<file path="config.mk">
export PLATFORM = sky130hd
export DESIGN_NAME = uart_transmitter
export DESIGN_NICKNAME = d
export VERILOG_FILES = /design/src/rtl/uart_pkg.sv /design/src/rtl/uart_baud_gen.sv /design/src/rtl/uart_transmitter.sv
export SDC_FILE = /design/constraint.sdc
export NUM_CORES = 1
export LEC_CHECK = 0
export ABC_AREA = 1
export ABC_CLOCK_PERIOD_IN_PS = 2150
export CORE_MARGIN = 8
export CORE_UTILIZATION = 40
export CTS_CLUSTER_DIAMETER = 60
export DETAILED_ROUTE_END_ITERATION = 8
export SKIP_CTS_REPAIR_TIMING = 1
export SLEW_MARGIN = 30
export SYNTH_ARGS = -nofsm -noshare
export SYNTH_HDL_FRONTEND = slang
export SYNTH_SLANG_ARGS = --single-unit
</file>
<file path="constraint.sdc">
create_clock -name clk_50m -period 2.15 [get_ports clk_50m]
set_input_delay 0.215 -clock clk_50m [delete_from_list [all_inputs] [get_ports clk_50m]]
set_output_delay 0.215 -clock clk_50m [all_outputs]
set_load 0.005 [all_outputs]
</file>
<file path="src/rtl/uart_pkg.sv">
// rtl/uart_pkg.sv - shared UART constants and state encoding
//
// Purpose : shared between the transmitter and the receiver side. Holds the
//           default clock/bit-rate values, the frame bit counts and the
//           transmit state encoding.
// Ports   : none (package)
// Config  : UART_TX_PARITY_EN adds ST_PARITY and one parity bit per frame.

package uart_pkg;

   localparam int DEFAULT_CLK_SORC  = 50_000_000;
   localparam int DEFAULT_BUAD_RATE = 115_200;

   localparam int START_BITS = 1;
   localparam int DATA_BITS  = 8;
   localparam int STOP_BITS  = 1;
`ifdef UART_TX_PARITY_EN
   localparam int PARITY_BITS = 1;
`else
   localparam int PARITY_BITS = 0;
`endif
   localparam int FRAME_BITS = START_BITS + DATA_BITS + PARITY_BITS + STOP_BITS;

   typedef enum logic [2:0] {
      ST_IDLE   = 3'd0,
      ST_START  = 3'd1,
      ST_DATA   = 3'd2,
`ifdef UART_TX_PARITY_EN
      ST_PARITY = 3'd3,
`endif
      ST_STOP   = 3'd4
   } uart_state_t;

endpackage

</file>
<file path="src/rtl/uart_baud_gen.sv">
// rtl/uart_baud_gen.sv - bit-period counter producing one tick per bit
//
// Purpose : counts 0..CLKS_PER_BIT-1 while a frame runs and pulses tick on the
//           last cycle of each bit period. restart zeroes the count so the
//           first bit period starts on the cycle after an accept.
// Ports   : clk_50m  in   clock, rising edge
//           rst_n    in   asynchronous active-low reset
//           run      in   frame in progress; count held at 0 when low
//           restart  in   byte accepted this cycle; count restarts at 0
//           tick     out  last cycle of the current bit period
//           bit_cnt  out  current position inside the bit period

module uart_baud_gen #(
   parameter  int CLKS_PER_BIT = 434,
   localparam int CNT_W        = $clog2(CLKS_PER_BIT)
) (
   input  logic             clk_50m,
   input  logic             rst_n,
   input  logic             run,
   input  logic             restart,
   output logic             tick,
   output logic [CNT_W-1:0] bit_cnt
);

   localparam logic [CNT_W-1:0] LAST_CNT = CNT_W'(CLKS_PER_BIT - 1);

   assign tick = run && (bit_cnt == LAST_CNT);

   always_ff @(posedge clk_50m or negedge rst_n) begin
      if (!rst_n) begin
         bit_cnt <= '0;
      end else if (restart || !run || bit_cnt == LAST_CNT) begin
         bit_cnt <= '0;
      end else begin
         bit_cnt <= bit_cnt + 1'b1;
      end
   end

endmodule

</file>
<file path="src/rtl/uart_transmitter.sv">
// rtl/uart_transmitter.sv - 8N1 UART transmitter with valid/ready byte input
//
// Purpose : serialises one byte per frame, LSB first, start bit low, stop bit
//           high. A byte is taken when valid and ready are both high.
// Ports   : clk_50m  in   clock, rising edge
//           rst_n    in   asynchronous active-low reset, abandons any frame
//           data     in   byte to send, sampled on accept
//           valid    in   data holds a byte to send
//           ready    out  idle, a byte can be accepted this cycle
//           tx       out  registered serial line, idle high
//           busy     out  frame in progress (inverse of ready)
//           done     out  one-cycle pulse on the last cycle of the stop bit
// Config  : define UART_TX_PARITY_EN for an even-parity bit before the stop bit.

module uart_transmitter
   import uart_pkg::*;
#(
   parameter int CLK_SORC     = DEFAULT_CLK_SORC,
   parameter int BUAD_RATE    = DEFAULT_BUAD_RATE,
   parameter int CLKS_PER_BIT = CLK_SORC / BUAD_RATE
) (
   input  logic       clk_50m,
   input  logic       rst_n,
   input  logic [7:0] data,
   input  logic       valid,
   output logic       ready,
   output logic       tx,
   output logic       busy,
   output logic       done
);

   localparam int CNT_W = $clog2(CLKS_PER_BIT);
   // done is registered, so it is raised one cycle before the stop-bit tick
   localparam logic [CNT_W-1:0] DONE_CNT = CNT_W'(CLKS_PER_BIT - 2);

   uart_state_t      state;
   logic [7:0]       shreg;
   logic [2:0]       bit_idx;
   logic             tick;
   logic [CNT_W-1:0] bit_cnt;
   logic             accept;
`ifdef UART_TX_PARITY_EN
   logic             parity;
`endif

   assign accept = valid && ready;
   assign busy   = ~ready;

   uart_baud_gen #(
      .CLKS_PER_BIT (CLKS_PER_BIT)
   ) u_baud_gen (
      .clk_50m (clk_50m),
      .rst_n   (rst_n),
      .run     (state != ST_IDLE),
      .restart (accept),
      .tick    (tick),
      .bit_cnt (bit_cnt)
   );

   always_ff @(posedge clk_50m or negedge rst_n) begin
      if (!rst_n) begin
         state   <= ST_IDLE;
         tx      <= 1'b1;
         ready   <= 1'b1;
         done    <= 1'b0;
         shreg   <= '0;
         bit_idx <= '0;
`ifdef UART_TX_PARITY_EN
         parity  <= 1'b0;
`endif
      end else begin
         done <= 1'b0;
         case (state)
            ST_IDLE: begin
               if (accept) begin
                  shreg   <= data;
                  bit_idx <= '0;
                  tx      <= 1'b0;
                  ready   <= 1'b0;
                  state   <= ST_START;
`ifdef UART_TX_PARITY_EN
                  parity  <= ^data;
`endif
               end
            end
            ST_START: begin
               if (tick) begin
                  tx    <= shreg[0];
                  shreg <= shreg >> 1;
                  state <= ST_DATA;
               end
            end
            ST_DATA: begin
               // bit_idx names the data bit currently on the line
               if (tick) begin
                  if (bit_idx == 3'd7) begin
                     bit_idx <= '0;
`ifdef UART_TX_PARITY_EN
                     tx      <= parity;
                     state   <= ST_PARITY;
`else
                     tx      <= 1'b1;
                     state   <= ST_STOP;
`endif
                  end else begin
                     tx      <= shreg[0];
                     shreg   <= shreg >> 1;
                     bit_idx <= bit_idx + 3'd1;
                  end
               end
            end
`ifdef UART_TX_PARITY_EN
            ST_PARITY: begin
               if (tick) begin
                  tx    <= 1'b1;
                  state <= ST_STOP;
               end
            end
`endif
            ST_STOP: begin
               if (bit_cnt == DONE_CNT) begin
                  done <= 1'b1;
               end
               if (tick) begin
                  ready <= 1'b1;
                  state <= ST_IDLE;
               end
            end
            default: begin
               tx    <= 1'b1;
               ready <= 1'b1;
               state <= ST_IDLE;
            end
         endcase
      end
   end

endmodule

</file>
; After elaboration in Yosys (flattened, before gate mapping)
; Cells that the tools add are included.
[word_totals]
out_inout_bits = 4
ff_bits = 26
word_cells = 64
input_bits = 11
[classes]
bitwise_logic = 3
n_mux = 25
n_addsub = 2
eq_ne = 12
reduce_logical = 15
[ops]
columns = operator, count
row1 = 2-to-1 mux 8 bit, 4
row2 = 2-to-1 mux 3 bit, 8
row3 = case mux 8 bit (3 select lines), 1
row4 = "equality test 9 bit, second input constant", 2
row5 = case mux 3 bit (4 select lines), 1
row6 = "!= test 2 bit, second input constant", 5
row7 = AND reduction 5 bit, 2
row8 = "adder 9 x 1 -> 9 bit, second input constant", 1
row9 = 2-to-1 mux 9 bit, 1
row10 = 2-to-1 mux 1 bit, 7
row11 = "equality test 3 bit, second input constant", 2
row12 = case mux 3 bit (2 select lines), 1
row13 = AND reduction 3 bit, 2
row14 = nonzero test 3 bit, 2
row15 = case mux 1 bit (4 select lines), 1
row16 = AND reduction 4 bit, 1
row17 = "adder 3 x 1 -> 3 bit, second input constant", 1
row18 = "equality test 3 x 1 -> 1 bit, second input constant", 1
row19 = "equality test 3 x 2 -> 1 bit, second input constant", 1
row20 = zero test 3 bit, 1
row21 = NOT 1 bit, 3
row22 = case mux 1 bit (3 select lines), 1
row23 = logical AND 1 bit, 2
row24 = logical OR 1 bit, 2
row25 = other kinds (4), 4

; Longest topological paths before layout
[logic_depth]
ltp_word = 5
depth_mapped = 10

; Hierarchy
; From an unflattened synthesis, not the netlist that was laid out.
[unflattened]
hier_cells = 204
hier_area_um2 = 1552.7
[modules_own_cells]
columns = module, cells_each, n_inst, seq_area_each_um2, area_each_um2
row1 = uart_transmitter, 135, 1, 427.9, 1041.0
row2 = uart_baud_gen, 69, 1, 225.2, 511.7

; Worst setup path before layout
; No wires, ideal clock.
[synth_timing]
kind = register to register
start = reg bit_idx[0]
end = reg shreg[0]
setup_ns = 0.065
stages_incl_launch_ff = 8
setup_slack_ns = 0.783
path_buffers = 0
arrival_time_ns = 1.302
path_cell_list = dfrtp_1 > ha_1 > ha_1 > nor2_2 > nor2_2 > nor2_8 > nand2_1 > nand2_1
[synth_between]
elab_chain_len = 3
[synth_lines]
columns = element, line_no
row1 = start: declaration, uart_transmitter.sv:38  ; logic [2:0] bit_idx;
row2 = start signal: assignment, uart_transmitter.sv:108  ; bit_idx <= bit_idx + 3'd1;
row3 = equality test 3 bit, uart_transmitter.sv:96  ; if (bit_idx == 3'd7) begin
row4 = != test 2 bit (no source line), n/a
row5 = AND reduction 5 bit (no source line), n/a
row6 = end signal: assignment, uart_transmitter.sv:76  ; shreg <= data;
row7 = end signal: assignment, uart_transmitter.sv:89  ; shreg <= shreg >> 1;
row8 = end signal: assignment, uart_transmitter.sv:107  ; shreg <= shreg >> 1;
row9 = end: declaration, uart_transmitter.sv:37  ; logic [7:0] shreg;
; Every way passes these cells.
; A chain may end at the register's enable or synchronous reset.

; Worst setup path after layout
[layout_timing]
start = reg ready
end = out ready
[layout_lines]
columns = element, line_no
row1 = start: declaration, uart_transmitter.sv:26  ; output logic ready,
row2 = start signal: assignment, uart_transmitter.sv:64  ; ready <= 1'b1;
row3 = start signal: assignment, uart_transmitter.sv:79  ; ready <= 1'b0;
row4 = start signal: assignment, uart_transmitter.sv:125  ; ready <= 1'b1;
; No word-level cell between the ends.

==> impl_metrics.yaml <==
layout:
  filler_cell_count: 355
  finish.utilization_pct: 47.3
  fin_nets: 217
  drive_above_1_share_pct: 16.5
  antenna-diode-count: 0
  area.growth.synth_to_final_pct: 15.9
floorplan:
  io-pin-count: 15
  start_util_pct: 40.8
  dieArea_mm2: 0.00584
  fp.dieH_um: 76.4
  dieWidth_um: 76.4
  core_area_mm2: 0.00358
  row_cnt: 22
synth:
  seq_area_frac_synth_pct: 44.7
  post_synth_edffs: 0
  register_bit_total_from_synthesis: 26
  synth_top_cell_area_share_pct: 41.1
  synth_cell_types: 29
  synthArstFlopShare_pct: 100
  synth_cell_area_mm2: 0.00146
  synthCells: 182
  synth_warnings: 0
  cell_with_the_most_instances_after_synthesis: "sky130_fd_sc_hd__nand2_1"
  synth_flop_cell: "sky130_fd_sc_hd__dfrtp_1"
  synth_area_leaders: "sky130_fd_sc_hd__dfrtp_1 (41%), sky130_fd_sc_hd__nand2_1 (15%), sky130_fd_sc_hd__inv_1 (4.9%), sky130_fd_sc_hd__o21ai_0 (4.5%), sky130_fd_sc_hd__ha_1 (4.3%)"
  synthDominantAreaCellType: "sky130_fd_sc_hd__dfrtp_1"
  synthesis.area_per_instance_um2: 8.03
  syn_nets: 198
  netlist_top_cells_count: "sky130_fd_sc_hd__nand2_1 (58), sky130_fd_sc_hd__dfrtp_1 (24), sky130_fd_sc_hd__inv_1 (19), sky130_fd_sc_hd__o21ai_0 (13), sky130_fd_sc_hd__nor2_1 (11)"
sta:
  rsz0062_at_grt: "false"
  slew-limit-headroom_pct: 71.8
  worst-slew-pin-transition_ns: 0.423
  final_setup_tns_ns: 0
  achievable-frequency_mhz: 634
  layout_worst_path_cycle_share_pct: 73.3
  clock-skew-final_ns: 0.00580
  timing.final.hold_violations: 0
  timing.final.setup_violations: 0
  max_slew_violation_count: 0
  final_period_minus_worst_setup_slack_ns: 1.58
power_and_ir_drop:
  share_clk_of_total_power_pct: 17.3
  switching_share_pct: 31.8
  power.density_mw_per_mm2: 834
  netSwitchingPower_w: 0.000450
  internal_power_w: 0.000963
  power.ir.vdd_worst_v: 0.000375
  static_power_due_to_leakage_nw: 0.875
  relative_contribution_of_sequential_cells_to_total_power_pct: 52.5
  power_frac_comb_pct: 30.2
global_routing:
  groute.usage.overall_pct: 9.79
  grt-busiest-layer: "met2"
  overflow: 0
  first_global_vias: 1131
  met3_usage_pct: 2.59
  grt_first_pass_wirelength_mm: 4.89
  grt.met2_usage_pct: 15.5
  grtUsageMet1_pct: 12.6
  pin_count_of_the_biggest_net_entering_global_routing: 27
  antenna_found_initial: 0
place:
  globalplace.congestion: 0.867
  portBuffers: 14
  place_hpwl_mm: 2.07
clocking:
  cts_root_buf: "sky130_fd_sc_hd__clkbuf_4"
  h-tree-depth: 1
  clockBufferDepth: 2
  cts_made_buffers: 3
  cts_tree: "built"
  worst_skew_late_latency_ns: 0.31
  tritoncts_num_sinks: 26
  clkTransAtPathRegs_ns: 0.14
route:
  ant_nets: 0
  drt-initial-drc-count: 141
  routedWlPerCell_um: 11.0
  vias_per_cell: 4.75
  dr_total_vias: 1177
  detail_route.drc_violations: 0
  wl_mm: 2.73
  drt_first_pass_iters: 4
critical_path:
  worstSetupStartpointType: "flop"
  largest_stage_delay_on_the_critical_path_ns: 0.56
  crit_path_start: "ready"
  crit_type: "reg2out"
  reg2reg_launch_point: "bit_idx[0]"
  path_delay_family: "flip-flops"
  crit_required_ns: 1.93
  timing.critical_path.to_type: "output pin"
  worstPathArrival_ns: 1.36
  cp_num_buf_inv: 1
  crit_chain: "clkdlybuf4s50_1"
  crit_fanout: 3
  crit_path_top_delay_cell: "sky130_fd_sc_hd__dfstp_2"
hold_path:
  worst_hold_path_type: "in2async"
run:
  drv_cap: 0
status:
  run_status: "finished, final reports clean"
-- state kept, by name, indices dropped and copies added, names as in the netlist --
register / cells
state: 3
ready: 1
u_baud_gen.bit_cnt: 9
shreg: 8
tx: 1
bit_idx: 3
done: 1
-- per-layer routing --
| metal | wire length, um | vias to the layer above |
|---|---|---|
| li1 | - | 610 |
| met1 | 1360 | 544 |
| met2 | 1240 | 21 |
| met3 | 111 | 2 |
| met4 | 19 | 0 |
| met5 | 0 | - |
-- cell families (layout without fill, tap and decap cells) --
logic type               Yosys count  in the layout  synth area share, %
AO/OA/AOI/OAI                     22             22                 8.22
XOR/XNOR                           1              1                0.599
adder cells (fa/ha/maj)            5              5                 4.28
buffers and inverters             24             42                 7.02
flip-flops                        26             26                 44.7
AND/OR/NAND/NOR                  104            104                 35.2
-- area by class of cell --
class | instances | area [um2] | area share (%)
multi-input combinational | 132 | 706 | 41.7
sequential | 26 | 653 | 38.6
timing repair buffer | 15 | 148 | 8.71
inverter | 23 | 91.3 | 5.39
tap | 48 | 60.1 | 3.55
clock buffer | 4 | 36.3 | 2.14
-- power by group through the flow --
stage | logic [W] | clock network [W] | registers [W]
3_5_place_dp | 0.000438 | 0 | 0.000753
2_1_floorplan | 0.000295 | 0 | 0.000732
5_1_grt | 0.000507 | 0.000280 | 0.000771
4_1_cts | 0.000441 | 0.000263 | 0.000743
3_3_place_gp | 0.000428 | 0 | 0.000749
6_report | 0.000427 | 0.000244 | 0.000742
-- layout by cell type, fill, tap and decap left out --
cell type                         count
sky130_fd_sc_hd__a21oi_1              4
sky130_fd_sc_hd__a21oi_2              1
sky130_fd_sc_hd__and3_1               1
sky130_fd_sc_hd__buf_4                1
sky130_fd_sc_hd__clkbuf_4             3
sky130_fd_sc_hd__clkbuf_8             1
sky130_fd_sc_hd__clkdlybuf4s50_1     14
sky130_fd_sc_hd__dfrtp_1             24
sky130_fd_sc_hd__dfstp_2              2
sky130_fd_sc_hd__ha_1                 5
sky130_fd_sc_hd__inv_1               19
sky130_fd_sc_hd__inv_2                3
sky130_fd_sc_hd__inv_6                1
sky130_fd_sc_hd__nand2_1             58
sky130_fd_sc_hd__nand2_2              7
sky130_fd_sc_hd__nand2_4              2
sky130_fd_sc_hd__nand3_1              6
sky130_fd_sc_hd__nand3_2              1
sky130_fd_sc_hd__nand3b_1             1
sky130_fd_sc_hd__nand4_1              3
sky130_fd_sc_hd__nor2_1              11
sky130_fd_sc_hd__nor2_2               5
sky130_fd_sc_hd__nor2_4               3
sky130_fd_sc_hd__nor2_8               1
sky130_fd_sc_hd__nor3_1               2
sky130_fd_sc_hd__nor3b_1              2
sky130_fd_sc_hd__o21ai_0             13
sky130_fd_sc_hd__o21ai_1              2
sky130_fd_sc_hd__o21ai_2              1
sky130_fd_sc_hd__o21bai_1             1
sky130_fd_sc_hd__or2_2                1
sky130_fd_sc_hd__xnor2_1              1
-- worst paths after layout --
kind,endpoint,slack (ns),depth (start not counted)
worst min register to register,tx,0.49,2
worst min-delay path,bit_idx[2],0.24,2
worst max-delay path,ready,0.57,1
min in group clk_50m,tx,0.49,2
max in group asynchronous,ready,1.61,2
worst max register to register,shreg[0],0.58,6
-- through the flow --
step,setup WS (ns),area [um2],power [W],hold WS (ns),std cells
2_1_floorplan,0.783,1460,0.00103,-0.0806,182
3_3_place_gp,0.668,1660,0.00118,0.476,244
3_5_place_dp,0.638,1660,0.00119,0.476,244
4_1_cts,0.537,1690,0.00145,0.237,248
5_1_grt,0.465,1690,0.00156,0.239,248
6_report,0.573,1690,0.00141,0.241,248
Power figures use the tool's default switching activity.
